$ cat config.mk
export PLATFORM = sky130hd
export DESIGN_NAME = parking_gate_ctrl
export DESIGN_NICKNAME = d
export VERILOG_FILES = /design/src/rtl/parking_gate_ctrl.sv
export SDC_FILE = /design/constraint.sdc
export NUM_CORES = 1
export LEC_CHECK = 0
export CORE_ASPECT_RATIO = 0.8
export CORE_MARGIN = 2
export CORE_UTILIZATION = 40
export CTS_BUF_LIST = sky130_fd_sc_hd__clkbuf_4
export CTS_CLUSTER_SIZE = 30
export DETAILED_ROUTE_END_ITERATION = 10
export PLACE_DENSITY = 0.65
export SLEW_MARGIN = 20
export SYNTH_ARGS = -nofsm -noshare
export SYNTH_HDL_FRONTEND = slang
export SYNTH_SLANG_ARGS = --single-unit
$ cat constraint.sdc
create_clock -name clk -period 34.5 [get_ports clk]
set_clock_uncertainty 0.05 [all_clocks]
set_input_delay 8.625 -clock clk [delete_from_list [all_inputs] [get_ports clk]]
set_output_delay 8.625 -clock clk [all_outputs]
set_load 0.1 [all_outputs]
$ cat src/rtl/parking_gate_ctrl.sv
// Shared-lot parking controller: university/ordinary car counts, time-of-day
// reservation schedule, request/ack entry and exit handling, reject counter.
module parking_gate_ctrl #(
    parameter int unsigned TOTAL_CAP   = 700,
    parameter int unsigned UNI_CAP_DAY = 500,
    parameter int unsigned DAY_START   = 480,
    parameter int unsigned RAMP_START  = 780,
    parameter int unsigned RAMP_STEP   = 50,
    parameter int unsigned RAMP_PERIOD = 60,
    parameter int unsigned DAY_END     = 960,
    parameter int unsigned CW          = 11
) (
    input  logic          clk,
    input  logic          rst,
    input  logic          min_tick,
    input  logic          time_set,
    input  logic [10:0]   time_val,
    input  logic          ent_req,
    input  logic          ent_uni,
    input  logic          ext_req,
    input  logic          ext_uni,
    output logic          ent_ack,
    output logic          ent_ok,
    output logic          ext_ack,
    output logic          ext_ok,
    output logic [CW-1:0] uni_parked,
    output logic [CW-1:0] ord_parked,
    output logic [CW-1:0] uni_free,
    output logic [CW-1:0] ord_free,
    output logic          uni_avail,
    output logic          ord_avail,
    output logic [15:0]   reject_cnt,
    output logic [10:0]   time_min
);

    localparam logic [10:0] LAST_MIN = 11'd1439;

    // University reservation for the given minute of day.
    function automatic logic [CW-1:0] resv_f(input logic [10:0] t);
        int unsigned tt;
        int unsigned rel;
        tt = 32'(t);
        if (tt < DAY_START || tt >= DAY_END) return '0;
        if (tt < RAMP_START) return CW'(UNI_CAP_DAY);
        rel = RAMP_STEP * ((tt - RAMP_START) / RAMP_PERIOD + 1);
        return (rel >= UNI_CAP_DAY) ? '0 : CW'(UNI_CAP_DAY - rel);
    endfunction

    // Ordinary space: whatever the larger of reservation and uni occupancy leaves.
    function automatic logic [CW-1:0] ord_free_f(input logic [CW-1:0] r,
                                                 input logic [CW-1:0] u,
                                                 input logic [CW-1:0] o);
        int unsigned occ;
        int unsigned cap;
        occ = (r > u) ? 32'(r) : 32'(u);
        cap = (TOTAL_CAP > occ) ? TOTAL_CAP - occ : 0;
        return (cap > 32'(o)) ? CW'(cap - 32'(o)) : '0;
    endfunction

    function automatic logic [CW-1:0] uni_free_f(input logic [CW-1:0] u,
                                                 input logic [CW-1:0] o);
        int unsigned used;
        used = 32'(u) + 32'(o);
        return (TOTAL_CAP > used) ? CW'(TOTAL_CAP - used) : '0;
    endfunction

    logic [CW-1:0] uni_q, uni_d, ord_q, ord_d;
    logic [15:0]   rej_q, rej_d;
    logic [10:0]   time_q, time_d;
    logic          ent_ack_q, ent_ack_d, ent_ok_q, ent_ok_d;
    logic          ext_ack_q, ext_ack_d, ext_ok_q, ext_ok_d;
    logic [CW-1:0] resv, uni_x, ord_x;

    always_comb begin
        resv      = resv_f(time_q);
        uni_x     = uni_q;
        ord_x     = ord_q;
        ext_ack_d = ext_req;
        ext_ok_d  = 1'b0;
        ent_ack_d = ent_req;
        ent_ok_d  = 1'b0;
        rej_d     = rej_q;
        time_d    = time_q;

        if (ext_req) begin
            if (ext_uni && uni_q != '0) begin
                uni_x    = uni_q - CW'(1);
                ext_ok_d = 1'b1;
            end else if (!ext_uni && ord_q != '0) begin
                ord_x    = ord_q - CW'(1);
                ext_ok_d = 1'b1;
            end
        end

        // Entry sees post-exit counts so a same-cycle exit frees its space.
        uni_d = uni_x;
        ord_d = ord_x;
        if (ent_req) begin
            if (ent_uni && uni_free_f(uni_x, ord_x) != '0) begin
                uni_d    = uni_x + CW'(1);
                ent_ok_d = 1'b1;
            end else if (!ent_uni && ord_free_f(resv, uni_x, ord_x) != '0) begin
                ord_d    = ord_x + CW'(1);
                ent_ok_d = 1'b1;
            end else if (rej_q != 16'hFFFF) begin
                rej_d = rej_q + 16'd1;
            end
        end

        if (time_set)
            time_d = (time_val > LAST_MIN) ? LAST_MIN : time_val;
        else if (min_tick)
            time_d = (time_q == LAST_MIN) ? 11'd0 : time_q + 11'd1;
    end

    always_ff @(posedge clk) begin
        if (rst) begin
            uni_q     <= '0;
            ord_q     <= '0;
            rej_q     <= '0;
            time_q    <= '0;
            ent_ack_q <= 1'b0;
            ent_ok_q  <= 1'b0;
            ext_ack_q <= 1'b0;
            ext_ok_q  <= 1'b0;
        end else begin
            uni_q     <= uni_d;
            ord_q     <= ord_d;
            rej_q     <= rej_d;
            time_q    <= time_d;
            ent_ack_q <= ent_ack_d;
            ent_ok_q  <= ent_ok_d;
            ext_ack_q <= ext_ack_d;
            ext_ok_q  <= ext_ok_d;
        end
    end

    assign ent_ack    = ent_ack_q;
    assign ent_ok     = ent_ok_q;
    assign ext_ack    = ext_ack_q;
    assign ext_ok     = ext_ok_q;
    assign uni_parked = uni_q;
    assign ord_parked = ord_q;
    assign uni_free   = uni_free_f(uni_q, ord_q);
    assign ord_free   = ord_free_f(resv, uni_q, ord_q);
    assign uni_avail  = (uni_free != '0);
    assign ord_avail  = (ord_free != '0);
    assign reject_cnt = rej_q;
    assign time_min   = time_q;

endmodule
* Yosys cells after proc, flatten, opt, wreduce, memory -nomap -nowiden *
Cells that the tools add are included.

word-level totals
  output and inout port bits = 77
  register bits after elaboration = 53
  input bits = 19
  word-level logic and storage cells = 97

cells by class
  reduce and logical (&&, ||, !) cells = 17
  magnitude comparators = 13
  multipliers = 1
  div/mod/pow operators = 1
  mux-type cells = 34
  add/sub/neg operators = 17
  equality and inequality tests = 2
  bitwise gates (word level) = 4

operator list
  operator                                                                        count
  11-bit two-way mux                                                              25
  11-bit nonzero test                                                             6
  32-bit by 11-bit > comparator with 1-bit output                                 2
  32-bit two-way mux                                                              2
  11-bit by 1-bit adder with 11-bit output, second input constant                 3
  32-bit by 1-bit adder with 32-bit output, second input constant                 1
  32-bit by 6-bit divider with 32-bit output, second input constant               1
  32-bit by 9-bit >= comparator with 1-bit output, second input constant          1
  5-bit by 32-bit multiplier with 31-bit output, first input constant             1
  11-bit by 11-bit adder with 12-bit output                                       2
  10-bit by 12-bit > comparator with 1-bit output, first input constant           2
  10-bit by 11-bit subtractor with 12-bit output, first input constant            2
  10-bit by 11-bit > comparator with 1-bit output, first input constant           2
  11-bit > comparator                                                             2
  10-bit by 11-bit subtractor with 11-bit output, first input constant            2
  11-bit by 1-bit subtractor with 11-bit output, second input constant            2
  11-bit subtractor                                                               2
  16-bit by 1-bit adder with 16-bit output, second input constant                 1
  16-bit != test, second input constant                                           1
  11-bit by 10-bit subtractor with 12-bit output, second input constant           1
  11-bit == test, second input constant                                           1
  11-bit by 10-bit >= comparator with 1-bit output, second input constant         1
  11-bit > comparator, second input constant                                      1
  11-bit by 10-bit less-than comparator with 1-bit output, second input constant  1
  other kinds (10)                                                                24

* Logic depth before layout (Yosys ltp) *
Gate-level depths: netlist (run 1).

  depth in word-level cells = 19
  mapped depth = 74
  depth with buffers taken out = 67

* Worst setup path before layout (run 1) *
No wires, ideal clock.

  path kind = reg-to-output
  start = register time_q[3] (netlist: time_min[3])
  end = output port ord_avail
  arrival = 16.844 ns
  buffers on the path = 5
  stages on the path, launching flop included = 67
  slack = 8.981 ns
  cell sequence = dfxtp_1 -> ha_1 -> clkbuf_1 -> nor4_1 -> o21ai_0 -> a21oi_2 -> nor4_4 -> a21boi_2 -> o21a_1 -> buf_6 -> a221oi_2 -> o2111ai_1 -> a2bb2oi_2 -> ha_1 -> clkbuf_1 -> clkinv_1 -> a31oi_1 -> a21oi_1 -> (+31 left out) -> or3_1 -> a31oi_2 -> or3_1 -> ha_1 -> fa_1 -> nor2b_1 -> o21ai_0 -> nand2b_1 -> a221oi_1 -> nor2b_1 -> o21ai_0 -> nand2b_1 -> a21oi_1 -> a41o_1 -> clkbuf_1 -> nor3_1 -> or4_1 -> or3_1

between the ends
  longest elaborated chain between the ends = 15
  elaborated cells on any way between the ends = 26
  those cells by class = add/sub: 5; mul: 1; div: 1; order compare: 7; mux: 10; reduce/logical: 2

ends and longest elaborated chain
  element                                                                                                            line  text
  from (decl)                                                                                                        69    logic [10:0] time_q, time_d;
  from (signal assigned)                                                                                             130   time_q <= time_d;
  11-bit by 10-bit subtractor with 12-bit output                                                                     45    rel = RAMP_STEP * ((tt - RAMP_START) / RAMP_PERIOD + 1);
  32-bit by 6-bit divider with 32-bit output                                                                         45
  32-bit by 1-bit adder with 32-bit output                                                                           45
  5-bit by 32-bit multiplier with 31-bit output                                                                      45
  32-bit by 9-bit >= comparator with 1-bit output or 9-bit by 11-bit subtractor with 11-bit output (tied branches)   46    return (rel >= UNI_CAP_DAY) ? '0 : CW'(UNI_CAP_DAY - rel);
  11-bit two-way mux                                                                                                 46
  11-bit two-way mux                                                                                                 45
  11-bit two-way mux *                                                                                               44    if (tt < RAMP_START) return CW'(UNI_CAP_DAY);
  11-bit > comparator                                                                                                55    occ = (r > u) ? 32'(r) : 32'(u);
  11-bit two-way mux *                                                                                               55
  10-bit by 11-bit subtractor with 12-bit output or 10-bit by 11-bit > comparator with 1-bit output (tied branches)  56    cap = (TOTAL_CAP > occ) ? TOTAL_CAP - occ : 0;
  32-bit two-way mux *                                                                                               56
  32-bit by 11-bit > comparator with 1-bit output or 11-bit subtractor (tied branches)                               57    return (cap > 32'(o)) ? CW'(cap - 32'(o)) : '0;
  11-bit two-way mux *                                                                                               57
  named net ord_free[2]                                                                                              29    output logic [CW-1:0] ord_free,
  11-bit nonzero test *                                                                                              147   assign ord_avail = (ord_free != '0);
  to (decl)                                                                                                          31    output logic ord_avail,

Mark *: on every way through the listed nets, which the timed path passes. The rest lies on a longest branch. The select of a mux whose other input is x is not followed.

* Worst setup path in the final report (run 1) *
  start = register time_q[2] (netlist: time_min[2])
  end = output port ord_avail

between the ends
  longest elaborated chain between the ends = 15
  elaborated cells on any way between the ends = 26
  those cells by class = add/sub: 5; mul: 1; div: 1; order compare: 7; mux: 10; reduce/logical: 2

ends and longest elaborated chain
  element                                                                                                            line
  11-bit by 10-bit subtractor with 12-bit output                                                                     45
  32-bit by 6-bit divider with 32-bit output                                                                         45
  32-bit by 1-bit adder with 32-bit output                                                                           45
  5-bit by 32-bit multiplier with 31-bit output                                                                      45
  32-bit by 9-bit >= comparator with 1-bit output or 9-bit by 11-bit subtractor with 11-bit output (tied branches)   46
  11-bit two-way mux                                                                                                 46
  11-bit two-way mux                                                                                                 45
  11-bit two-way mux *                                                                                               44
  11-bit > comparator                                                                                                55
  11-bit two-way mux *                                                                                               55
  10-bit by 11-bit subtractor with 12-bit output or 10-bit by 11-bit > comparator with 1-bit output (tied branches)  56
  32-bit two-way mux *                                                                                               56
  32-bit by 11-bit > comparator with 1-bit output or 11-bit subtractor (tied branches)                               57
  11-bit two-way mux *                                                                                               57
  11-bit nonzero test *                                                                                              147

Mark *: on every way between the ends. The rest lies on a longest branch, timed or not. The select of a mux whose other input is x is not followed.

==> results.md, run 1 <==
- Run status: finished, final reports clean
- Yosys warnings: 0
- Tmin final: approximately 27 ns
- DRC marker count from the first detailed-route iteration: approximately 990
- Slew @ Worst Pin: 1.049 ns
- Antenna fix cells: 0
- Die height: around 160 µm
- CTS Buf Count: 5
- Hpwl dp: 28.13 mm
- Largest net degree at the start of global routing: 57
- IO Pins: 96
- Hold_buf cts: 0
- I/O Buffers: 94
- Initial Util: 0.4076
- Final #Nets: approximately 1900
- CP Capture Type: output port
- Netlist Area Pre-Place: 0.01153 mm²
- Most common cell after layout, fill and taps aside: ha_1
- PostCTS Resize Cnt: 0
- Final worst path period share: 0.7723
- EDFF count, synth: 0
- Yosys top cell area share: 0.1780
- Most frequent cells in the layout: 164 x ha_1, 151 x inv_1, 150 x nor2_1
- Ys flop type: dfxtp_1
- FFs w/ async S/R, synth: 0
- Final non-filler cell total: about 2100
- Clock sinks: 53
- CP startpoint kind: flop
- Hold Path Class: flop to flop
- Dpl cells: ~2000
- ANT nets after route: 0
- Unrepaired setup endpoints after global routing: false
- Critical path type: flop to output port
- # setup viols final: 0
- Post-Synthesis Cells: 1578
- Achievable Freq: roughly 0.038 GHz
- Total wire length: between 30 and 40 mm
- Synthesis-stage register bit count: 53
- Die Area: about 0.030 mm²
- Setup TNS: 0 ns
- Core Region: roughly 0.028 mm²
- Max_cap viols: 0
- Wirelength per Cell: between 15 and 20 µm
- Gr usage total: 0.2250
- Synth cell types: 105
- Critical path data arrival time: 17.97 ns
- Cell Area, Placed: ~0.013 mm²
- Worst-skew pair later-pin latency: just over 0.4 ns
- Worst EP required: about 26 ns
- Post-CTS setup buffer count: 0
- CTS tree: yes
- H-tree levels: 2
- Gr ovfl total: 0
- Die X: between 150 and 200 µm
- Buffer depth of the longest clock path: 2
- Max Slew Vio Count: 0
- Detailed Routing Iterations Pass 1: 5
- Top cells by area, synth: ha_1 18%, dfxtp_1 9.2%, xnor2_1 6.2%, inv_1 4.9%, nor2_1 4.9%
- Register area share after synthesis: 0.09204
- First-pass GRT wire length: 56.95 mm
- Gpl congestion: roughly 0.90
- CTS Root Cell: clkbuf_4
- Leading area contributor after synthesis: ha_1
- Vias in the first global route: about 11000
- Avg Cell Area, Syn: between 7 and 8 µm²
- Site Rows: 55
- Antenna violations before repair: 0
- Ratio of cells with drive above 1 in the final layout: 0.04337
- Vias per cell: slightly below 6
- Worst path slowest cell: clkdlybuf4s50_1
- Post-detailed-route DRC marker count: 0
- Final hold viol count: 0
- Design Area, Final: 0.01298 mm²
- Relative slew slack: 0.2964
- Fill cell count: around 2900
- Crit path max fanout: 14
- Worst path most repeated cell: ha_1
- Area grow syn2layout: 12.59%
- Slowest Stage Delay on Critical Path: between 0.9 and 1 ns
- Reg clk slew, reported paths: about 0.18 ns
- Via count: roughly 12000
[metal layers]
layer  global-route usage  up-vias  share of wire
met2               0.3491      454           0.42
li1                     -     5955              -
met3              0.03199       30          0.076
met4              0.02654        0         0.0079
met5                    0        -              0
met1               0.3371     5567           0.50
[synthesized netlist by cell type (5+ instances only)]
library cell and n:
a2111oi_0 9, mux2i_1 7, or2_2 11, o21bai_1 16
clkbuf_1 38, fa_1 25, nor2_1 150, and4_1 6
a211o_1 8, dfxtp_1 53, inv_1 151, nand4_1 31
mux2_2 6, o22ai_1 7, a211oi_1 20, nand3_1 54
nor3_1 48, a311o_1 5, o21ai_1 6, a221oi_1 7
xnor2_1 81, nor2b_1 20, o211ai_1 14, nand3b_1 7
ha_1 164, a31oi_1 29, nand2_1 93, nor4_1 23
nor3b_1 10, o21ai_0 84, o21a_1 18, a21oi_1 107
and3_1 18, and2_1 12, a21o_1 37, or3_1 26
xor2_1 19, nand2b_1 20, o31ai_1 12, o2111ai_1 9
[worst max-delay path: cells and delay by family (launching register included)]
| kind | cells | cell delay, ns |
|---|---|---|
| flip-flops | 1 | 0.46 |
| buffers and inverters | 4 | 1.45 |
| AO/OA/AOI/OAI | 23 | 5.55 |
| AND/OR/NAND/NOR | 26 | 6.75 |
| adder cells (fa/ha/maj) | 10 | 3.33 |
[worst paths after layout]
| check | start | endpoint | slack, ns | cells past startpoint |
|---|---|---|---|---|
| worst max-delay path | time_min[2]$_SDFFE_PP0P_ | ord_avail | 7.86 | 63 |
| worst min-delay path | reject_cnt[7]$_SDFFE_PP0P_ | reject_cnt[7]$_SDFFE_PP0P_ | 0.46 | 2 |
| worst max register to register | time_min[2]$_SDFFE_PP0P_ | reject_cnt[9]$_SDFFE_PP0P_ | 16.06 | 63 |
| worst min register to register | reject_cnt[7]$_SDFFE_PP0P_ | reject_cnt[7]$_SDFFE_PP0P_ | 0.46 | 2 |
[state kept, by name, summed over array words and instances, names as in the netlist]
signal	cells
ent_ack	1
reject_cnt	16
uni_parked	11
ent_ok	1
ext_ok	1
time_min	11
ord_parked	11
ext_ack	1
[final cells by class]
| type | instances | area (µm²) | share of cell area |
|---|---|---|---|
| timing repair buffer | 97 | 960.9 | 0.07404 |
| multi-input combinational | 1372 | 9861 | 0.7598 |
| clock buffer | 5 | 37.54 | 0.002892 |
| sequential | 53 | 1061 | 0.08175 |
| inverter | 153 | 574.3 | 0.04425 |
| clock inverter | 3 | 21.27 | 0.001639 |
| tap | 370 | 462.9 | 0.03567 |
[stage by stage]
step                      utilization  setup slack, ns  hold slack, ns
after floorplan                     -            8.981          0.8835
after global placement         0.4566            8.952          0.4380
after detailed placement       0.4566            8.465          0.4405
after CTS                      0.4587            7.939          0.4680
after global routing           0.4589            6.430          0.5141
final                          0.4589            7.855          0.4622
[logic make-up (layout without fill, tap and decap cells)]
family / count (synthesis) / in the layout / synth area share
flops: 53 / 53 / 0.09204
other cells: 2 / 48 / 0.0006515
simple gates: 562 / 562 / 0.2549
fa+ha+maj: 190 / 190 / 0.2224
xor+xnor: 100 / 100 / 0.07598
compound gates: 457 / 457 / 0.2721
buf+inv: 199 / 258 / 0.06784
mux: 15 / 15 / 0.01411
Power of run 1 is not shown: default switching activity piles up to over one toggle a cycle in this logic, so the estimate is an artifact.
==> run 2: changes to the inputs <==
==> constraint.sdc (replaced) <==
create_clock -name clk -period 25.9 [get_ports clk]
set_clock_uncertainty 0.05 [all_clocks]
set_input_delay 6.475 -clock clk [delete_from_list [all_inputs] [get_ports clk]]
set_output_delay 6.475 -clock clk [all_outputs]
set_load 0.1 [all_outputs]
==> results.md, run 2 (synthesis gave the netlist of run 1 again) <==
- Run status: finished, final reports clean
- Antenna violations before repair: 2
- Critical path type: flop to output port
- Max_cap viols: 0
- Fill cell count: between 2000 and 3000
- Number of flip-flops in the largest register: 16
- Core Region: roughly 0.028 mm²
- Max Slew Vio Count: 0
- Wirelength per Cell: 16.98 µm
- H-tree levels: 2
- Area grow syn2layout: 12.66%
- Die X: approximately 190 µm
- Final #Nets: ~1900
- Clock sinks: 53
- Ratio of cells with drive above 1 in the final layout: 0.04397
- Cells on worst reg2reg path: 65
- FF-to-FF End: reject_cnt[9]$_SDFFE_PP0P_
- Post-CTS setup buffer count: 0
- Worst path slowest cell: dfxtp_1
- Hold Path Class: flop to flop
- Gpl congestion: around 0.9
- I/O Buffers: 94
- Worst EP required: just under 20 ns
- First-pass GRT wire length: approximately 57 mm
- Reg clk slew, reported paths: around 0.18 ns
- Crit path max fanout: 31
- R2r setup slk: just under 8 ns
- Slowest Stage Delay on Critical Path: 0.99 ns
- WHS Path Cells: 2
- Final hold viol count: 0
- Initial Util: 0.4076
- Post-detailed-route DRC marker count: 0
- IO Pins: between 90 and 100
- Worst path most repeated cell: ha_1
- Die Area: between 0.03 and 0.04 mm²
- Hpwl dp: 28.28 mm
- Hold EP: reject_cnt[15]$_SDFFE_PP0P_
- Hold_buf cts: 0
- Slew @ Worst Pin: about 1.1 ns
- Most common cell after layout, fill and taps aside: ha_1
- Gr usage total: 0.2258
- Site Rows: 55
- Detailed Routing Iterations Pass 1: 5
- DRC marker count from the first detailed-route iteration: ~930
- Worst-skew pair later-pin latency: between 0.4 and 0.5 ns
- RR Startpoint: time_min[8]$_SDFFE_PP0P_
- Die height: around 160 µm
- CP startpoint kind: flop
- Via count: roughly 12000
- Most frequent cells in the layout: 164 x ha_1, 151 x inv_1, 150 x nor2_1
- Critical path data arrival time: around 18 ns
- CTS Root Cell: clkbuf_4
- Multi-input logic area: 0.009866 mm²
- Buffer depth of the longest clock path: 2
- Hold Crit Start: reject_cnt[15]$_SDFFE_PP0P_
- Largest net degree at the start of global routing: between 50 and 60
- Setup TNS: 0 ns
- Tmin final: 24.39 ns
- Relative slew slack: 0.2842
- # setup viols final: 0
- CTS tree: yes
- Total wire length: 34.90 mm
- FF/Latch Area: between 0.001 and 0.0015 mm²
- Vias per cell: around 5.9
- Vias in the first global route: between 10000 and 15000
- Gr ovfl total: 0
- Final worst path period share: 0.9415
- CTS Buf Count: 5
- Achievable Freq: 0.04101 GHz
- Unrepaired setup endpoints after global routing: false
- CP Capture Type: output port
- ANT nets after route: 0
-- run 2: cell types whose count changed in the layout (fill, tap and decap cells not counted), sizes merged --
cell   delta
diode     +2
-- run 2: worst max path at each step --
| stage | startpoint | endpoint | slack [ns] | depth (start not counted) |
|---|---|---|---|---|
| floorplan | time_min[3]$_SDFFE_PP0P_ | ord_avail | 2.53 | 66 |
| global placement | time_min[2]$_SDFFE_PP0P_ | ord_avail | 2.50 | 61 |
| detailed placement | time_min[2]$_SDFFE_PP0P_ | ord_avail | 2.08 | 62 |
| CTS | time_min[2]$_SDFFE_PP0P_ | ord_avail | 1.52 | 62 |
| global route | time_min[8]$_SDFFE_PP0P_ | ord_avail | 0.007 | 62 |
| finish | time_min[8]$_SDFFE_PP0P_ | ord_avail | 1.51 | 62 |
-- run 2: cell type report --
cell class                      instances  area share
Tap cell                              370     0.03565
Antenna cell                            2   0.0003854
Multi-Input combinational cell       1372      0.7597
Inverter                              153     0.04422
Clock inverter                          3    0.001638
Clock buffer                            5    0.002890
Timing Repair Buffer                   97     0.07380
Sequential cell                        53     0.08170
-- run 2: timing repair --
action,CTS,global route
hold endpoints to repair,0,0
setup endpoints to repair,0,1
resized for setup,0,1
-- run 2: layer usage --
layer	part of all wire	global-route usage	vias to the layer above
met5	0	0	-
met4	0.0098	0.03417	0
met3	0.068	0.02897	33
met2	0.41	0.3420	407
met1	0.51	0.3438	5631
li1	-	-	5951
-- run 2: through the flow --
| step | hold slack, ns | area, µm² | std cells | setup WS, ns | utilization |
|---|---|---|---|---|---|
| 3_5_place_dp | 0.4405 | 12910 | 2045 | 2.076 | 0.4566 |
| 4_1_cts | 0.4680 | 12970 | 2053 | 1.520 | 0.4587 |
| 6_report | 0.4641 | 12990 | 2055 | 1.515 | 0.4591 |
| 2_1_floorplan | 0.8835 | 11700 | 1624 | 2.531 | - |
| 3_3_place_gp | 0.4380 | 12910 | 2045 | 2.502 | 0.4566 |
| 5_1_grt | 0.4884 | 12990 | 2055 | 0.007065 | 0.4591 |
-- run 2: worst max-delay path, delay by kind of cell (launching register included) --
family / cells / cell delay, ns
adders and majority gates: 9 / 2.90
xor gates and xnor gates: 1 / 0.72
AOI/OAI and AO/OA: 25 / 5.91
buffers and inverters: 4 / 1.44
DFF: 1 / 0.99
and+or+nand+nor: 23 / 5.47
Power of run 2 is left out for the same reason.
